**config.mk**
```make
export PLATFORM = sky130hd
export DESIGN_NAME = commit_ctrl
export DESIGN_NICKNAME = d
export VERILOG_FILES = /design/src/rtl/npc_commit_pkg.sv /design/src/rtl/commit_fifo.sv /design/src/rtl/commit_ctrl.sv
export SDC_FILE = /design/constraint.sdc
export NUM_CORES = 1
export LEC_CHECK = 0
export CAP_MARGIN = 30
export CORE_ASPECT_RATIO = 0.5
export CORE_MARGIN = 10
export CORE_UTILIZATION = 35
export CTS_CLUSTER_SIZE = 30
export DETAILED_ROUTE_END_ITERATION = 8
export PLACE_DENSITY_LB_ADDON = 0.25
export SYNTH_ARGS = -nofsm -noshare
export SYNTH_HDL_FRONTEND = slang
export SYNTH_SLANG_ARGS = --single-unit
```
**constraint.sdc**
```tcl
create_clock -name clk -period 20.4 [get_ports clk]
set_clock_uncertainty 0.05 [all_clocks]
set_input_delay 5.1 -clock clk [delete_from_list [all_inputs] [get_ports clk]]
set_output_delay 5.1 -clock clk [all_outputs]
set_load 0.01 [all_outputs]
```
**src/rtl/npc_commit_pkg.sv**
```systemverilog
// npc_commit_pkg
// Shared types and constants for the commit controller and its commit FIFO.
//   state_t      : controller FSM states (IDLE, RUN, DRAIN, HALT)
//   halt_code_t  : simulation end cause reported on halt_code
//   commit_rec_t : one retired-instruction record {pc, inst}
//   FIFO_DEPTH   : number of commit records buffered towards difftest
//   FIFO_CNT_W   : width of the FIFO occupancy count (must hold 0..FIFO_DEPTH)
package npc_commit_pkg;

  localparam int FIFO_DEPTH = 2;
  localparam int FIFO_PTR_W = $clog2(FIFO_DEPTH);
  localparam int FIFO_CNT_W = $clog2(FIFO_DEPTH + 1);

  typedef enum logic [1:0] {
    IDLE  = 2'd0,
    RUN   = 2'd1,
    DRAIN = 2'd2,
    HALT  = 2'd3
  } state_t;

  typedef enum logic [1:0] {
    HC_NONE    = 2'b00,
    HC_GOOD    = 2'b01,
    HC_BAD     = 2'b10,
    HC_TIMEOUT = 2'b11
  } halt_code_t;

  typedef struct packed {
    logic [63:0] pc;
    logic [31:0] inst;
  } commit_rec_t;

endpackage

```
**src/rtl/commit_fifo.sv**
```systemverilog
// commit_fifo
// Small valid/ready buffer holding commit records between the core and the
// difftest consumer. Push and pop may happen in the same cycle; a push into a
// full buffer or a pop from an empty one is ignored.
// Ports:
//   clk, rst_n  : clock, synchronous active-low reset (empties the buffer)
//   push        : write push_data when not full
//   push_data   : record to store
//   pop         : drop the head record when not empty
//   full, empty : occupancy flags
//   level       : current number of stored records
//   head        : oldest record, forced to zero while empty
module commit_fifo
  import npc_commit_pkg::*;
(
  input  logic                  clk,
  input  logic                  rst_n,
  input  logic                  push,
  input  commit_rec_t           push_data,
  input  logic                  pop,
  output logic                  full,
  output logic                  empty,
  output logic [FIFO_CNT_W-1:0] level,
  output commit_rec_t           head
);

  commit_rec_t           mem [FIFO_DEPTH];
  logic [FIFO_PTR_W-1:0] wr_ptr;
  logic [FIFO_PTR_W-1:0] rd_ptr;
  logic [FIFO_CNT_W-1:0] count;
  logic                  push_fire;
  logic                  pop_fire;

  assign full      = (count == FIFO_CNT_W'(FIFO_DEPTH));
  assign empty     = (count == '0);
  assign level     = count;
  assign push_fire = push && !full;
  assign pop_fire  = pop && !empty;

  // Gating the head keeps the difftest record at zero whenever nothing valid
  // is buffered, including straight after reset.
  assign head = empty ? '0 : mem[rd_ptr];

  // Storage needs no reset; only the pointers and count define what is valid.
  always_ff @(posedge clk) begin
    if (push_fire) begin
      mem[wr_ptr] <= push_data;
    end
  end

  // Pointers wrap naturally because the depth is a power of two.
  always_ff @(posedge clk) begin
    if (!rst_n) begin
      wr_ptr <= '0;
      rd_ptr <= '0;
      count  <= '0;
    end else begin
      if (push_fire) begin
        wr_ptr <= wr_ptr + FIFO_PTR_W'(1);
      end
      if (pop_fire) begin
        rd_ptr <= rd_ptr + FIFO_PTR_W'(1);
      end
      case ({push_fire, pop_fire})
        2'b10:   count <= count + FIFO_CNT_W'(1);
        2'b01:   count <= count - FIFO_CNT_W'(1);
        default: count <= count;
      endcase
    end
  end

endmodule

```
**src/rtl/commit_ctrl.sv**
```systemverilog
// commit_ctrl
// Collects retiring instructions from the core, forwards them to difftest
// through a 2-entry commit FIFO, keeps retired-instruction and active-cycle
// counters, and ends the simulation on ebreak (GOOD/BAD trap from a0).
// Optional build macro COMMIT_CTRL_WDOG_EN adds a no-commit watchdog that
// halts with TIMEOUT after WDOG_LIMIT consecutive RUN cycles without a commit.
// Ports:
//   clk, rst_n            : clock, synchronous active-low reset
//   inst_valid, inst, pc  : retiring instruction from the core
//   is_break, a0          : ebreak marker and GPR x10 for the halt cause
//   stall                 : core must hold its commit signals
//   dt_valid, dt_ready    : difftest handshake for the head record
//   dt_pc, dt_inst        : head commit record
//   instr_cnt, cycle_cnt  : retired instructions / cycles spent in RUN or DRAIN
//   halt, halt_code       : simulation end flag and cause (zero while running)
module commit_ctrl
  import npc_commit_pkg::*;
#(
  parameter int WDOG_LIMIT = 1024
) (
  input  logic        clk,
  input  logic        rst_n,
  input  logic        inst_valid,
  input  logic [31:0] inst,
  input  logic [63:0] pc,
  input  logic        is_break,
  input  logic [63:0] a0,
  output logic        stall,
  output logic        dt_valid,
  input  logic        dt_ready,
  output logic [63:0] dt_pc,
  output logic [31:0] dt_inst,
  output logic [63:0] instr_cnt,
  output logic [63:0] cycle_cnt,
  output logic        halt,
  output logic [1:0]  halt_code
);

  if (WDOG_LIMIT < 1) begin : g_bad_limit
    $error("commit_ctrl: WDOG_LIMIT must be at least 1");
  end

  state_t                state;
  state_t                state_nxt;
  halt_code_t            code_q;
  halt_code_t            code_nxt;
  logic                  a0_zero_q;
  logic                  accept;
  logic                  pop_fire;
  logic                  drained;
  logic                  wdog_expire;
  logic                  fifo_full;
  logic                  fifo_empty;
  logic [FIFO_CNT_W-1:0] fifo_level;
  commit_rec_t           head;

  assign stall    = (state != RUN) || fifo_full;
  assign accept   = inst_valid && !stall;
  assign dt_valid = !fifo_empty;
  assign pop_fire = dt_valid && dt_ready;
  assign dt_pc    = head.pc;
  assign dt_inst  = head.inst;
  assign halt     = (state == HALT);
  assign halt_code = halt ? code_q : HC_NONE;

  // True when the FIFO is empty after this edge, so DRAIN leaves on the same
  // edge that pops the last record. No push can occur outside RUN.
  assign drained = fifo_empty || ((fifo_level == FIFO_CNT_W'(1)) && pop_fire);

  commit_fifo u_fifo (
    .clk       (clk),
    .rst_n     (rst_n),
    .push      (accept),
    .push_data ('{pc: pc, inst: inst}),
    .pop       (dt_ready),
    .full      (fifo_full),
    .empty     (fifo_empty),
    .level     (fifo_level),
    .head      (head)
  );

`ifdef COMMIT_CTRL_WDOG_EN
  logic [31:0] wdog_cnt;

  // Counts consecutive RUN cycles without a commit; expires on the edge that
  // would make the count reach WDOG_LIMIT.
  always_ff @(posedge clk) begin
    if (!rst_n) begin
      wdog_cnt <= '0;
    end else if (state == RUN) begin
      wdog_cnt <= accept ? '0 : wdog_cnt + 32'd1;
    end
  end

  assign wdog_expire = (state == RUN) && !accept && (wdog_cnt == 32'(WDOG_LIMIT - 1));
`else
  assign wdog_expire = 1'b0;
`endif

  // Next-state logic; the halt cause is decided at the transition into HALT.
  always_comb begin
    state_nxt = state;
    code_nxt  = code_q;
    case (state)
      IDLE: state_nxt = RUN;
      RUN: begin
        if (accept && is_break) begin
          state_nxt = DRAIN;
        end else if (wdog_expire) begin
          state_nxt = HALT;
          code_nxt  = HC_TIMEOUT;
        end
      end
      DRAIN: begin
        if (drained) begin
          state_nxt = HALT;
          code_nxt  = a0_zero_q ? HC_GOOD : HC_BAD;
        end
      end
      HALT:    state_nxt = HALT;
      default: state_nxt = IDLE;
    endcase
  end

  always_ff @(posedge clk) begin
    if (!rst_n) begin
      state     <= IDLE;
      code_q    <= HC_NONE;
      a0_zero_q <= 1'b0;
    end else begin
      state  <= state_nxt;
      code_q <= code_nxt;
      if (accept && is_break) begin
        a0_zero_q <= (a0 == 64'd0);
      end
    end
  end

  // Both counters wrap at 2^64 by natural overflow.
  always_ff @(posedge clk) begin
    if (!rst_n) begin
      instr_cnt <= '0;
      cycle_cnt <= '0;
    end else begin
      if (accept) begin
        instr_cnt <= instr_cnt + 64'd1;
      end
      if ((state == RUN) || (state == DRAIN)) begin
        cycle_cnt <= cycle_cnt + 64'd1;
      end
    end
  end

endmodule

```
# After elaboration in Yosys (flattened, before gate mapping)
# Memories as Yosys holds them, arrays and structs flattened. A register that Yosys moved wholly into a read port is not among the register bits.
# Index checks and enable logic that the tools add are counted.
# W data, S select, Z words.
# totals
reg_bits	137
mem_bits_rw	192
in_bits	165
out_inout_bits	229
wordCells	53
mem_count	1
# memory_table
name	words	word_bits	rd	rd_clocked_by_memory_dff	write_ports	line_no	rtl
u_fifo.mem	2	96	1	1	1	commit_fifo.sv:27	commit_rec_t mem [FIFO_DEPTH];
# op_classes
n_addsub	6
n_eq_ne	10
muxes	11
n_reduce_logical	17
# op_table
operator	n
$add A64 B1 Y64 const B	2
$mux W96	1
$logic_not A64 Y1	1
$eq A2 B2 Y1 const B	4
$mux W2	4
$pmux W2 S4	1
$eq A2 B1 Y1 const B	3
$logic_and A1 B1 Y1	5
$logic_not A2 Y1	2
$mux W1	4
$ne A2 B2 Y1 const B	2
$pmux W2 S2	1
$reduce_and A2 Y1	2
$logic_not A1 Y1	3
$logic_or A1 B1 Y1	3
$add A1 B1 Y1 const B	2
$add A2 B1 Y2 const B	1
$ne A2 B1 Y1 const B	1
$reduce_bool A2 Y1	1
$sub A2 B1 Y2 const B	1

# Longest topological paths before layout
# Gate-level depths: netlist of run 1.
# logic_depth
depth_word	7
mapped_depth	10

# Modules after synthesis
# A second synthesis of run 1 with hierarchy kept.
# hier_totals
cells_unflattened	1218
area_unflattened_um2	13963.4
# modules_own_cells
mod	n_inst	cells_per_inst	area_each_um2	seq_area_each_um2
commit_fifo	1	432	7437.1	5865.6
commit_ctrl	1	786	6526.3	2662.6

# Least setup slack after synthesis of run 1
# Ideal clock, no wire load.
# synth_timing
path_type	input -> register
startpoint	input inst_valid
endpoint	memory u_fifo.mem[0][0] (netlist bit), enable pin
t_arrival_ps	9707
path_slack_ps	10092
cell_stages	4
path_cell_list	and3b_1 > clkbuf_1 > inv_1 > nor2_1
# synth_via
elab_chain_len	4
# synth_rtl
element	line_no	rtl
from (decl)	commit_ctrl.sv:23	input logic inst_valid,
$logic_and A1 B1 Y1	commit_ctrl.sv:58	assign accept = inst_valid && !stall;
$logic_and A1 B1 Y1	commit_fifo.sv:37	assign push_fire = push && !full;
$mux W1	commit_fifo.sv:46	if (push_fire) begin
$mux W1 (implied by the code)	commit_fifo.sv:47	mem[wr_ptr] <= push_data;
to (decl)	commit_fifo.sv:27	
# No other way between the ends.

==> results.py, run 1 <==
metrics = {
    "floorplanning": {
        "start_util": 0.357,
        "dieArea_um2": 48900,
        "rows": 51,
        "die_w_um": 303,
        "ios": 394,
        "coreArea_um2": 39200,
        "die_h_um": 161,
    },
    "sta": {
        "rsz0062_at_grt": "false",
        "fmax_ghz": 0.123,
        "period_needed_ns": 8.10,
        "max_slew_margin": 0.304,
        "fin_crit_sh": 0.397,
        "drv_slew": 0,
        "hold_viol_final": 0,
        "tightestPinTransition_ns": 1.04,
        "layout_setup_ws_ns": 12.30,
        "setup_viol": 0,
        "timing.setup.tns_ns": 0,
    },
    "detailed_routing": {
        "post_drt_wl_per_cell_um": 19.7,
        "drtPass1Iterations": 5,
        "totalWireLength_mm": 42.6,
        "drt_iter0_markers": 523,
        "viasPerCell": 5.05,
        "vias": 10940,
        "ant_nets": 0,
        "drcViolationCount": 0,
    },
    "power_and_ir_drop": {
        "powerDensity_nw_per_um2": 99.3,
        "power_mw": 1.95,
        "max-vdd-ir-drop_mv": 0.0552,
        "power.leakage_nw": 6.33,
    },
    "grt": {
        "track_usage": 0.165,
        "antenna_found_initial": 2,
        "grt_pass1_vias": 11001,
        "grt_max_degree": 75,
        "grt_pass1_wl_mm": 64.3,
        "grt_overflow": 0,
    },
    "cts": {
        "cts_tree": "yes",
        "h-tree-depth": 2,
        "clk_pin_slew_ns": 0.06,
        "ctsHoldBuffers": 0,
        "cts_buffer_depth": 3,
        "clk_latency_ns": 0.51,
        "cts-root-buf": "clkbuf_16",
        "cts_sinks": 330,
        "post_cts_buffers": 0,
        "cts_buffers": 34,
        "cts-resized-gates": 0,
    },
    "cells_and_area": {
        "final_nets": 1785,
        "area_growth_pct": 40.4,
        "drive_above_1_share": 0.0508,
        "final_cells": 2167,
        "layout_common_cells": "clkdlybuf4s50_1, edfxtp_1, nor2_1, dfxtp_1, mux2i_1",
        "final_common_cell": "clkdlybuf4s50_1",
        "final_area_um2": 19700,
    },
    "logic_synthesis": {
        "ys_top_cells_by_area": "edfxtp_1, dfxtp_1, mux2i_1, nor2_1, xor2_1",
        "synth.distinct_cells": 47,
        "ys_seq_elements": 330,
        "syn_area_per_cell_um2": 11.4,
        "seq_area_frac_synth": 0.609,
        "synth_edf_count": 192,
        "synth_ff_type": "edfxtp_1",
        "ys_async_sr_fraction": 0,
        "postSynthCellCount": 1224,
        "yosysWarnings": 0,
        "syn_area_um2": 14000,
        "synthDominantCellAreaShare": 0.412,
        "synth_top_area_cell": "edfxtp_1",
        "synth_nets": 1399,
    },
    "worst_setup_path": {
        "critical_path_arrival_ns": 2.95,
        "crit_type": "flop to primary output",
        "cp_max_fo": 46,
        "cp.required_ns": 15.25,
        "critPathCaptureType": "primary output",
        "cp-start-kind": "flop",
        "crit-reg2reg-launch": "u_fifo.level[0]$_SDFFE_PN0P_",
    },
    "placement": {
        "pre_cts_ws_ns": 12.04,
        "place_area_um2": 18500,
        "dp_hpwl_mm": 30.9,
        "globalplace.congestion": 0.850,
        "dp_cells": 2101,
        "port_buffers": 393,
    },
    "status": {
        "status": "completed",
    },
    "flow_run": {
        "maxCapViolCount": 0,
    },
    "hold_path": {
        "min_path_type": "flop to flop",
        "min_from": "instr_cnt[63]$_SDFFE_PN0N_",
    },
}
==> registers in the layout, summed over array words and instances, names as in the netlist, named ones only <==
signal and flops:
u_fifo.mem 192, cycle_cnt 64, instr_cnt 64, code_q 2
state 2, u_fifo.level 2, a0_zero_q 1, u_fifo.rd_ptr 1
u_fifo.wr_ptr 1
==> layout make-up <==
class | instances | area [µm²]
well taps | 530 | 663
multi-input cells | 822 | 5190
fillers | 3466 | 19500
repair buffers | 406 | 4110
diodes | 2 | 5.00
clock buffers | 52 | 1010
inverters | 16 | 61.3
flip-flops and latches | 330 | 8530
clock inverters | 9 | 77.6
==> cell usage after synthesis, drive strengths merged (17+ instances only) <==
cell	n
nand4	56
mux2i	106
dfxtp	138
or3	36
xor2	42
o21ai	37
nand3	52
edfxtp	192
nand2	62
nor4	35
clkbuf	45
a21oi	55
xnor2	26
nor2	182
and3	17
==> metrics by stage <==
step,util,hold WS (ns)
after floorplan,-,0.391
after global placement,0.471,0.407
after detailed placement,0.472,0.411
after CTS,0.499,0.424
after global routing,0.502,0.474
final,0.502,0.421
==> path summary, 6_finish.rpt <==
path              slack, ns                     endpoint  cells after the start
setup / recovery      12.30                  dt_inst[27]                      5
setup reg to reg      17.27  u_fifo.mem[0][86]$_DFFE_PP_                      7
hold reg to reg        0.42   instr_cnt[63]$_SDFFE_PN0N_                      2
hold / removal         0.42   instr_cnt[63]$_SDFFE_PN0N_                      2
==> cell families after synthesis <==
logic type	share of synthesized area
simple gates	0.196
flops	0.609
compound gates	0.0459
mux	0.0758
buf+inv	0.0211
xor+xnor	0.0426
fa+ha+maj	0.00894
==> routing by layer <==
layer  up-vias  part of all wire  global-route usage
met5         -                 0                   0
met4         0             0.030              0.0558
met3        72             0.041              0.0299
met2       223              0.55               0.315
met1      5359              0.38               0.180
li1       5286                 -                   -
==> worst max-delay path: stages (launching register included) <==
cell	delay [ns]
dfxtp_4	0.69
buf_4	0.46
buf_16	0.32
mux2i_1	0.12
nor2_1	0.19
clkdlybuf4s50_1	0.58
==> report_power, final <==
part / internal [mW] / total (mW) / switching [mW]
Clock: 0.355 / 0.611 / 0.256
Combinational: 0.284 / 0.563 / 0.279
Sequential: 0.751 / 0.777 / 0.0255
(Power assumes the default switching activity.)
==> run 2: changes to the inputs <==
==> constraint.sdc (replaced) <==
create_clock -name clk -period 7.1 [get_ports clk]
set_clock_uncertainty 0.05 [all_clocks]
set_input_delay 1.775 -clock clk [delete_from_list [all_inputs] [get_ports clk]]
set_output_delay 1.775 -clock clk [all_outputs]
set_load 0.01 [all_outputs]
==> results.py, run 2 (synthesis results as in run 1) <==
metrics = {
    "cells_and_area": {
        "final_common_cell": "clkdlybuf4s50_1",
        "area_growth_pct": 39.2,
        "top_regs": "u_fifo.mem (192), cycle_cnt (64), instr_cnt (64)",
        "fillers": 3512,
        "final_nets": 1780,
        "top_register": "u_fifo.mem",
        "largest_reg_flops": 192,
        "drive_above_1_share": 0.0479,
        "final_cells": 2160,
        "layout_common_cells": "clkdlybuf4s50_1, edfxtp_1, nor2_1, dfxtp_1, mux2i_1",
        "final_area_um2": 19500,
    },
    "floorplanning": {
        "coreArea_um2": 39200,
        "die_h_um": 161,
        "die_w_um": 303,
        "dieArea_um2": 48900,
        "start_util": 0.357,
        "rows": 51,
        "ios": 394,
    },
    "worst_setup_path": {
        "worst-path-buf-inv": 2,
        "path_delay_family": "buffers and inverters",
        "crit_type": "flop to primary output",
        "worstPathCellList": "buf_4, mux2i_1, nor2_1, clkdlybuf4s50_1",
        "max_stage_delay_ns": 0.90,
        "rrSetupSlack_ns": 4.01,
        "critical_path_arrival_ns": 3.09,
        "cp-start-kind": "flop",
        "critPathCaptureType": "primary output",
        "crit-reg2reg-launch": "u_fifo.level[0]$_SDFFE_PN0P_",
        "cp_max_fo": 49,
        "critical_path.slowest_cell": "dfxtp_4",
        "cp.required_ns": 5.28,
    },
    "status": {
        "status": "completed",
    },
    "cts": {
        "cts_tree": "yes",
        "h-tree-depth": 1,
        "cts-root-buf": "clkbuf_16",
        "clk_latency_ns": 0.58,
        "cts_buffer_depth": 3,
        "post_cts_buffers": 0,
        "cts_sinks": 330,
        "ctsHoldBuffers": 0,
        "cts-resized-gates": 0,
        "cts_buffers": 31,
        "clk_pin_slew_ns": 0.07,
    },
    "detailed_routing": {
        "totalWireLength_mm": 42.0,
        "ant_nets": 0,
        "vias": 10874,
        "drcViolationCount": 0,
        "viasPerCell": 5.03,
        "post_drt_wl_per_cell_um": 19.4,
        "drt_iter0_markers": 504,
        "drtPass1Iterations": 5,
    },
    "placement": {
        "dp_hpwl_mm": 31.0,
        "dp_cells": 2102,
        "globalplace.congestion": 0.849,
        "place_area_um2": 18500,
        "port_buffers": 393,
    },
    "hold_path": {
        "min_from": "instr_cnt[63]$_SDFFE_PN0N_",
        "min_path_type": "flop to flop",
    },
    "flow_run": {
        "maxCapViolCount": 0,
    },
    "power_and_ir_drop": {
        "power.leakage_nw": 6.24,
        "powerDensity_nw_per_um2": 282,
        "max-vdd-ir-drop_mv": 0.190,
    },
    "sta": {
        "fin_crit_sh": 0.692,
        "timing.setup.tns_ns": 0,
        "drv_slew": 0,
        "period_needed_ns": 4.91,
        "hold_viol_final": 0,
        "max_slew_margin": 0.284,
        "tightestPinTransition_ns": 1.07,
        "fmax_ghz": 0.203,
        "setup_viol": 0,
        "rsz0062_at_grt": "false",
    },
    "grt": {
        "grt_overflow": 0,
        "grt_max_degree": 71,
        "met3_usage": 0.0264,
        "antenna_found_initial": 3,
        "grt_use_met1": 0.178,
        "grt_busiest_layer": "met2",
        "track_usage": 0.163,
        "grt_pass1_vias": 10964,
        "use_met2": 0.314,
        "grt_pass1_wl_mm": 63.9,
    },
}
-- run 2: cell count changes in the layout (fill, tap and decap cells not counted) --
cell and change:
diode_2 +1, clkbuf_16 -4, clkinvlp_4 +2, clkinv_2 +1, buf_16 -3, clkbuf_1 -4
bufinv_16 +1, clkinv_4 +1, inv_16 +1, clkinv_1 +1, clkbuf_8 -5, buf_4 +1
-- run 2: power breakdown --
group          total [mW]  leakage (nW)  internal, mW  switching, mW
combinational        1.60          2.91         0.825          0.777
sequential           2.25          2.86          2.16         0.0910
clock                1.64         0.473         0.901          0.740
-- run 2: cell type report --
type | instances | area [µm²] | area share
Multi-Input combinational cell | 822 | 5190 | 0.267
Tap cell | 530 | 663 | 0.0340
Antenna cell | 3 | 7.51 | 0.000385
Sequential cell | 330 | 8530 | 0.438
Timing Repair Buffer | 404 | 4030 | 0.207
Clock inverter | 16 | 160 | 0.00822
Inverter | 16 | 61.3 | 0.00315
Clock buffer | 39 | 826 | 0.0424
-- run 2: metrics by stage --
stage	setup WS (ns)	utilization	hold WS [ns]	power, mW
floorplan	0.117	-	0.391	3.03
global placement	2.49	0.471	0.403	3.89
detailed placement	2.42	0.472	0.416	3.93
CTS	2.04	0.497	0.426	5.59
global route	1.97	0.497	0.438	5.76
finish	2.19	0.497	0.421	5.49
-- run 2: worst paths after layout --
check                                                    to  cells past startpoint
worst min-delay path             instr_cnt[63]$_SDFFE_PN0N_                      2
worst max-delay path                               dt_pc[7]                      4
worst max register to register  u_fifo.mem[1][74]$_DFFE_PP_                      5
worst min register to register   instr_cnt[63]$_SDFFE_PN0N_                      2
-- run 2: worst min-delay path, cell delays in order, from the launching register on --
cell and delay (ns):
dfxtp_1 0.32, nand2_1 0.05, mux2i_1 0.05
-- run 2: layer usage --
layer  share of wire  vias up
li1                -     5271
met3           0.040       65
met1            0.38     5320
met5               0        -
met2            0.55      218
met4           0.029        0
